`src/rtl/tri_sched.sv`:
```
// Triangle scheduler: runs one object pass per frame_start and buffers source triangles in a small FIFO for the rasterizer.
// Latency: a triangle written into an empty FIFO is presented on tri_out on the cycle after the write edge.
// Backpressure: valid/ready on the output side; fetch_en_out throttles the source and keeps two slots free for in-flight triangles.
module tri_sched #(
  parameter int DEPTH = 4,
  parameter int TRI_W = 384
) (
  input  logic             clk_in,
  input  logic             rst_in,
  input  logic             frame_start_in,
  output logic             fetch_start_out,
  output logic             fetch_en_out,
  input  logic [TRI_W-1:0] tri_in,
  input  logic             tri_valid_in,
  input  logic             obj_done_in,
  output logic [TRI_W-1:0] tri_out,
  output logic             tri_valid_out,
  input  logic             tri_ready_in,
  output logic             frame_done_out,
  output logic             busy_out,
  output logic             overrun_out,
  output logic             overflow_out
);

  localparam int AW = $clog2(DEPTH);
  localparam logic [AW-1:0] PTR_ONE   = AW'(1);
  localparam logic [AW:0]   CNT_ONE   = (AW+1)'(1);
  localparam logic [AW:0]   CNT_FULL  = (AW+1)'(DEPTH);
  localparam logic [AW:0]   CNT_SLACK = (AW+1)'(DEPTH - 3);

  typedef enum logic [2:0] {IDLE, START, FETCH, DRAIN, DONE} state_t;

  state_t           state;
  state_t           state_nxt;
  logic [TRI_W-1:0] mem [DEPTH];
  logic [AW-1:0]    wr_ptr;
  logic [AW-1:0]    rd_ptr;
  logic [AW:0]      count;
  logic [AW:0]      count_nxt;
  logic             full;
  logic             rd_en;
  logic             wr_req;
  logic             wr_en;
  logic             drop;

  assign full          = (count == CNT_FULL);
  assign tri_valid_out = (count != '0);
  assign rd_en         = tri_valid_out && tri_ready_in;
  // The source is trusted in every active state, including the obj_done cycle and DRAIN.
  assign wr_req        = tri_valid_in && (state != IDLE);
  // A full FIFO still accepts a write when the head leaves in the same cycle.
  assign wr_en         = wr_req && (!full || rd_en);
  assign drop          = wr_req && full && !rd_en;
  // Gate the head with valid so an empty or reset FIFO shows zero rather than stale storage.
  assign tri_out       = tri_valid_out ? mem[rd_ptr] : '0;

  // Occupancy after this edge, used both for the count register and the fetch throttle.
  always_comb begin
    count_nxt = count;
    case ({wr_en, rd_en})
      2'b10:   count_nxt = count + CNT_ONE;
      2'b01:   count_nxt = count - CNT_ONE;
      default: count_nxt = count;
    endcase
  end

  // Pass sequencing; DRAIN waits for an empty FIFO with no write landing in the same cycle.
  always_comb begin
    state_nxt = state;
    case (state)
      IDLE:    if (frame_start_in) state_nxt = START;
      START:   state_nxt = FETCH;
      FETCH:   if (obj_done_in) state_nxt = DRAIN;
      DRAIN:   if (!tri_valid_out && !wr_en) state_nxt = DONE;
      DONE:    state_nxt = IDLE;
      default: state_nxt = IDLE;
    endcase
  end

  // State register with all control outputs registered off the next state.
  always_ff @(posedge clk_in or posedge rst_in) begin
    if (rst_in) begin
      state           <= IDLE;
      fetch_start_out <= 1'b0;
      fetch_en_out    <= 1'b0;
      frame_done_out  <= 1'b0;
      busy_out        <= 1'b0;
      overrun_out     <= 1'b0;
      overflow_out    <= 1'b0;
    end else begin
      state           <= state_nxt;
      fetch_start_out <= (state_nxt == START);
      fetch_en_out    <= (state_nxt == FETCH) && (count_nxt <= CNT_SLACK);
      frame_done_out  <= (state_nxt == DONE);
      busy_out        <= (state_nxt != IDLE);
      if (frame_start_in && (state != IDLE)) overrun_out <= 1'b1;
      if (drop) overflow_out <= 1'b1;
    end
  end

  // FIFO pointers and occupancy; pointers wrap naturally since DEPTH is a power of two.
  always_ff @(posedge clk_in or posedge rst_in) begin
    if (rst_in) begin
      wr_ptr <= '0;
      rd_ptr <= '0;
      count  <= '0;
    end else begin
      if (wr_en) wr_ptr <= wr_ptr + PTR_ONE;
      if (rd_en) rd_ptr <= rd_ptr + PTR_ONE;
      count <= count_nxt;
    end
  end

  // Triangle storage; contents need no reset because the count qualifies them.
  always_ff @(posedge clk_in) begin
    if (wr_en) mem[wr_ptr] <= tri_in;
  end

endmodule

```
`config.mk`:
```
export PLATFORM = sky130hd
export DESIGN_NAME = tri_sched
export DESIGN_NICKNAME = d
export VERILOG_FILES = /design/src/rtl/tri_sched.sv
export SDC_FILE = /design/constraint.sdc
export NUM_CORES = 1
export LEC_CHECK = 0
export BUFFER_PORTS_ARGS = -buffer_cell sky130_fd_sc_hd__buf_2
export CORE_ASPECT_RATIO = 1.2
export CORE_MARGIN = 2
export CORE_UTILIZATION = 62
export DETAILED_ROUTE_END_ITERATION = 6
export PLACE_DENSITY_LB_ADDON = 0.1
export SETUP_SLACK_MARGIN = 0.3
export SYNTH_ARGS = -nofsm -noshare
export SYNTH_HDL_FRONTEND = slang
export SYNTH_SLANG_ARGS = --single-unit
export TNS_END_PERCENT = 100
```
`constraint.sdc`:
```
create_clock -name clk_in -period 27.8 [get_ports clk_in]
set_clock_uncertainty 0.1 [all_clocks]
set_input_delay 1.39 -clock clk_in [delete_from_list [all_inputs] [get_ports clk_in]]
set_output_delay 1.39 -clock clk_in [all_outputs]
set_load 0.05 [all_outputs]
```
==> results of run 1 <==
-- flip-flops by register name, indices dropped and copies added (netlist names), 2 cells and up --
name    cells
count       3
mem      1536
rd_ptr      2
state       3
wr_ptr      2
-- cell usage in the layout, fill, tap and decap left out, types with 2 or more instances in the layout --
master / Yosys / final
a31oi_1: 2 / 2
and2_1: 389 / 385
and2_4: 0 / 4
buf_12: 0 / 6
buf_2: 54 / 780
buf_4: 3 / 24
bufinv_16: 0 / 9
clkbuf_1: 39 / 36
clkbuf_16: 0 / 149
clkinv_1: 0 / 34
clkinv_2: 0 / 16
clkinv_8: 0 / 6
clkinvlp_4: 0 / 2
dfrtp_1: 16 / 14
dfrtp_4: 0 / 2
diode_2: 0 / 58
edfxtp_1: 1536 / 1536
ha_1: 4 / 4
inv_1: 5 / 5
inv_6: 0 / 4
mux4_2: 384 / 384
nand2_1: 5 / 4
nand2b_1: 4 / 4
nand3_1: 2 / 2
nor2_1: 10 / 10
nor2b_1: 2 / 2
nor3_1: 4 / 4
nor4_1: 3 / 3
nor4b_1: 2 / 2
o2111ai_1: 2 / 2
xnor2_1: 3 / 3
-- metrics by stage --
| stage | hold WS, ns | cells | setup slack (ns) | cell area, sq um |
|---|---|---|---|---|
| after floorplan | 0.462 | 2529 | 16.15 | 59000 |
| after global placement | 0.351 | 4455 | 21.67 | 63900 |
| after detailed placement | 0.347 | 4455 | 21.59 | 63900 |
| after CTS | 0.362 | 4713 | 20.83 | 68400 |
| after global routing | 0.385 | 4748 | 20.53 | 68500 |
| final | 0.362 | 4771 | 21.12 | 68600 |
-- routing by layer --
metal / wire length [microns] / vias up / GRT usage, %
li1: - / 12100 / -
met1: 46700 / 15000 / 34.0
met2: 66400 / 1266 / 44.0
met3: 12700 / 333 / 8.82
met4: 6190 / 60 / 13.1
met5: 361 / - / 0
-- critical path, stage by stage (launching register included) --
cell and delay, ns:
dfrtp_4 0.86, buf_12 0.63, buf_4 0.89, buf_4 0.89, mux4_2 0.63, and2_1 0.20
buf_2 0.22
-- cells by family (layout without fill, tap and decap cells) --
group	after synthesis	count (layout)	synth area share (%)
mux	385	385	14.7
compound gates	18	18	0.286
flops	1552	1552	78.9
xor+xnor	3	3	0.0446
fa+ha+maj	5	5	0.119
simple gates	427	427	4.49
other cells	0	58	0
buf+inv	139	1073	1.50
-- area by class of cell --
| cell class | count | area, sq um |
|---|---|---|
| fill | 5518 | 25500 |
| sequential | 1552 | 46500 |
| inverter | 5 | 18.8 |
| tap | 1250 | 1560 |
| clock inverter | 72 | 646 |
| multi-input combinational | 838 | 11600 |
| clock buffer | 186 | 3880 |
| antenna | 58 | 145 |
| timing repair buffer | 810 | 4200 |
-- how the worst min path moves through the flow --
stage,to,from,cells past startpoint
2_1_floorplan,wr_ptr[1],wr_ptr[1],2
3_3_place_gp,overrun_out,overrun_out,1
3_5_place_dp,overrun_out,overrun_out,1
4_1_cts,overrun_out,overrun_out,1
5_1_grt,overrun_out,overrun_out,1
6_report,overrun_out,overrun_out,1
==> out/qor.csv, run 1 <==
metric,value,unit
crit start category,flop,
top_reg_cell synth,edfxtp_1,
clk_lat worst skew,0.73,ns
Worst Path Arrival,5.19,ns
Synth Net Count,2924,
minimum clock period,6.68,ns
Worst Hold Class,flop to flop,
TritonRoute pass-1 iters,7,
Top Ports,781,
# resized after CTS,0,
R2R Setup Slk,22.63,ns
top-area cell type share of the netlist area,78.2,%
outcome,finished clean,
# setup viols final,0,
GR Util All Layers,27.3,%
Critical path origin,rd_ptr[0],
"Req. time, crit path",26.31,ns
count of state elements after synthesis,1552,
Core Region,94000,sq um
Sink Count,1552,
die extent in x,286,microns
Via Count,28700,
endpoint class of the critical path,output port,
Synth cell types,43,
length in cells of the worst reg-to-reg path,6,
port bufs,780,
Starting Density,62.7,%
drt via density,6.02,
RR Startpoint,state[2],
deepest clock path buffer count,3,
layout cells sized above 1,40.3,%
# DRC,0,
Commonest cells post-synth,"edfxtp_1, and2_1, mux4_2, buf_2, clkbuf_1",
CTS Root Cell,clkbuf_16,
RSZ-0062 raised after global routing,no,
wire per inst,27.7,microns
vias in the first global route,29900,
TritonCTS clock tree,yes,
HPWL Detailed,82700,microns
worst-path fanout max,90,
total setup buffers inserted after CTS,0,
maxcap violations,0,
die area,97600,sq um
Detail Route Antenna Nets,0,
Area Overhead vs Synth,16.3,%
Setup crit end,tri_out[229],
"Avg Cell Area, Syn",23.3,sq um
htree depth,4,
first-pass GRT wire length,194000,microns
final setup TNS,0,ns
Max Freq,150,MHz
final period utilization,24.0,%
total of warnings raised by yosys,0,
Num CTS Buffers,147,
final core occ,72.9,%
num rows,123,
DRT iter0 DRCs,2323,
Die H,342,microns
fin nets,3749,
r2r endpoint,mem[0][266],
sequential element share of the synthesized area,78.9,%
"area leader, netlist",edfxtp_1,
largest net degree at the start of global routing,243,
number of synthesized flops with an enable pin,1536,
Mapped Area,59000,sq um
critical path type,flop to output port,
CTS clock-pin slew for the worst setup and hold paths,0.06,ns
RD Place Congestion,0.816,
initial antenna violation count,83,
measured slew at the worst slew-check pin,1.13,ns
top-count cell post-synth,edfxtp_1,
Final Routed Wirelength,132000,microns
GR Overflow Total,0,
top post-synthesis cells by area,"edfxtp_1, mux4_2, and2_1, buf_6, dfrtp_1",
Pins Over Slew Limit,0,
Final Hold Fails,0,
ys async rst share,1.03,%
synthesized instance count,2529,
Slew headroom,24.4,%
hold_buf cts,0,
Power of run 1 is not shown: default switching activity piles up to over one toggle a cycle in this logic, so the estimate is an artifact.
==> run 2, diff against run 1 <==
--- a/config.mk
+++ b/config.mk
@@ -5,10 +5,11 @@
 export SDC_FILE = /design/constraint.sdc
 export NUM_CORES = 1
 export LEC_CHECK = 0
+export ABC_AREA = 1
 export BUFFER_PORTS_ARGS = -buffer_cell sky130_fd_sc_hd__buf_2
 export CORE_ASPECT_RATIO = 1.2
 export CORE_MARGIN = 2
-export CORE_UTILIZATION = 62
+export CORE_UTILIZATION = 52
 export DETAILED_ROUTE_END_ITERATION = 6
 export PLACE_DENSITY_LB_ADDON = 0.1
 export SETUP_SLACK_MARGIN = 0.3
==> constraint.sdc (replaced) <==
create_clock -name clk_in -period 5.5 [get_ports clk_in]
set_clock_uncertainty 0.1 [all_clocks]
set_input_delay 0.275 -clock clk_in [delete_from_list [all_inputs] [get_ports clk_in]]
set_output_delay 0.275 -clock clk_in [all_outputs]
set_load 0.05 [all_outputs]
==> run 2 against run 1 <==
- critical path depth grew 1
- global-route usage down 1.9 points
- first-iteration DRC count up 36%
- final cell count is 54% higher
- register-to-register slack got worse by 20 ns
- critical endpoint is now tri_out[316]
==> out/qor.csv, run 2 <==
metric,value,unit
Worst path slowest cell,dfrtp_4,
HPWL Detailed,85500,microns
htree depth,4,
worst-path fanout max,191,
"area leader, netlist",edfxtp_1,
port bufs,780,
total of warnings raised by yosys,0,
sequential element share of the synthesized area,77.4,%
post-layout instance area,73800,sq um
GR Overflow Total,0,
"Req. time, crit path",5.12,ns
Storage cell area,46500,sq um
RSZ-0062 raised after global routing,no,
Fill cells,8602,
minimum clock period,4.41,ns
first-pass GRT wire length,228000,microns
Area Overhead vs Synth,22.8,%
largest net degree at the start of global routing,335,
final period utilization,80.1,%
crit start category,flop,
"leading cell types in the layout, fill and taps excluded","nor2_1, edfxtp_1, buf_2",
top post-synthesis cells by area,"edfxtp_1, nor2_1, o21ai_0, a21oi_1, o21ai_1",
Sink Count,1552,
Detail Route Antenna Nets,0,
Commonest cells post-synth,"nor2_1, edfxtp_1, o21ai_0, a21oi_1, o21ai_1",
area post-placement,65000,sq um
"Avg Cell Area, Syn",13.0,sq um
"commonest non-fill, non-tap cell in the layout",nor2_1,
biggest regs,"mem x1536, count x3, state x3",
vias in the first global route,38200,
Num CTS Buffers,152,
Max Freq,227,MHz
layout cells sized above 1,18.0,%
wire per inst,20.9,microns
Worst Path Arrival,4.03,ns
die extent in x,314,microns
critical path type,flop to output port,
GR Util All Layers,25.4,%
post-placement cell count,6668,
top_reg_cell synth,edfxtp_1,
crit path cell chain,buf_12 -> buf_12 -> nor2_1 -> nor2_1 -> o21ai_0 -> a21oi_1 -> buf_2,
clk_lat worst skew,0.77,ns
synthesized instance count,4623,
Final Routed Wirelength,154000,microns
top-area cell type share of the netlist area,76.7,%
CTS clock-pin slew for the worst setup and hold paths,0.06,ns
CTS Root Cell,clkbuf_16,
fin nets,6089,
CP peak stage delay,0.75,ns
Mapped Area,60100,sq um
TritonRoute pass-1 iters,5,
maxcap violations,0,
Non-Filler Instances,7366,
Largest Register,mem,
die area,118000,sq um
measured slew at the worst slew-check pin,1.16,ns
Core Region,115000,sq um
Crit path max-delay family,buffers and inverters,
# setup viols final,0,
Synth Net Count,5018,
drt via density,5.37,
Worst Hold Class,input pin to asynchronous set/reset pin,
worst hold slack,0.0670,ns
deepest clock path buffer count,3,
DRT iter0 DRCs,3158,
count of state elements after synthesis,1552,
num rows,136,
top-count cell post-synth,nor2_1,
Die H,376,microns
Via Count,39500,
Pins Over Slew Limit,0,
max FFs per register,1536,
# DRC,0,
initial antenna violation count,36,
ys async rst share,1.03,%
Synth cell types,26,
Buf/Inv on CP,3,
Slew headroom,22.9,%
outcome,finished clean,
Starting Density,52.4,%
Final Hold Fails,0,
met2 WL,74500,microns
multi-input logic area,11900,sq um
Top Ports,781,
number of synthesized flops with an enable pin,1536,
RD Place Congestion,0.803,
TritonCTS clock tree,yes,
endpoint class of the critical path,output port,
WL met3,13800,microns
DR top layer,met5,
routed length on met1,59500,microns
==> run 2: changes by cell type in the layout (fill, tap and decap cells not counted), sizes merged, moves of 20 or more <==
cell	before	now
diode	58	32
dlygate4sd3	0	390
nor2	11	1551
mux4	384	0
o21ai	1	768
inv	10	30
and2	389	0
a21oi	1	388
==> run 2: per-layer routing <==
| layer | GRT usage [%] | vias to the layer above |
|---|---|---|
| met5 | 0 | - |
| met2 | 41.1 | 1319 |
| li1 | - | 18600 |
| met4 | 10.9 | 24 |
| met3 | 7.87 | 290 |
| met1 | 31.7 | 19200 |
==> run 2: cells by family after synthesis <==
kind of cell / count (synthesis) / synth area share, %
AOI/OAI and AO/OA: 1158 / 9.65
xor gates and xnor gates: 3 / 0.0437
adders and majority gates: 5 / 0.117
buffers and inverters: 322 / 2.85
DFF: 1552 / 77.4
and+or+nand+nor: 1583 / 9.93
==> run 2: path summary, 6_finish.rpt <==
kind                        startpoint        endpoint  slack, ns  cells after the start
hold reg to reg            overrun_out     overrun_out       0.36                      1
setup reg to reg              state[0]     mem[1][138]       2.44                      5
hold / removal                  rst_in  frame_done_out       0.07                      3
setup / recovery             rd_ptr[0]    tri_out[316]       1.09                      7
min in group clk_in         tri_in[74]      mem[2][74]       0.14                      2
max in group asynchronous       rst_in       rd_ptr[0]       4.71                      3
==> run 2: cell type report <==
type,count,share of cell area [%]
inverter,24,0.178
clock buffer,195,5.60
multi-input combinational,2749,16.1
clock inverter,81,0.937
timing repair buffer,1215,11.4
antenna,32,0.108
sequential,1552,63.0
tap,1518,2.57
==> run 2: what timing repair did <==
action	in CTS	in global routing
buffers inserted	0	0
hold buffers	390	0
hold endpoints to repair	1566	0
resized for setup	0	0
==> run 2: tightest hold or removal path, stage by stage <==
cell and delay [ns]:
dlygate4sd3_1 0.54, buf_2 0.12, inv_1 0.51
==> run 2: stage by stage <==
stage	setup TNS (ns)	util, %	worst slack, ns
2_1_floorplan	-2348.14	-	-1.55
3_3_place_gp	0	56.7	2.02
3_5_place_dp	0	56.7	2.02
4_1_cts	0	64.3	1.16
5_1_grt	0	64.3	0.908
6_report	0	64.4	1.09
Power of run 2 is left out for the same reason.
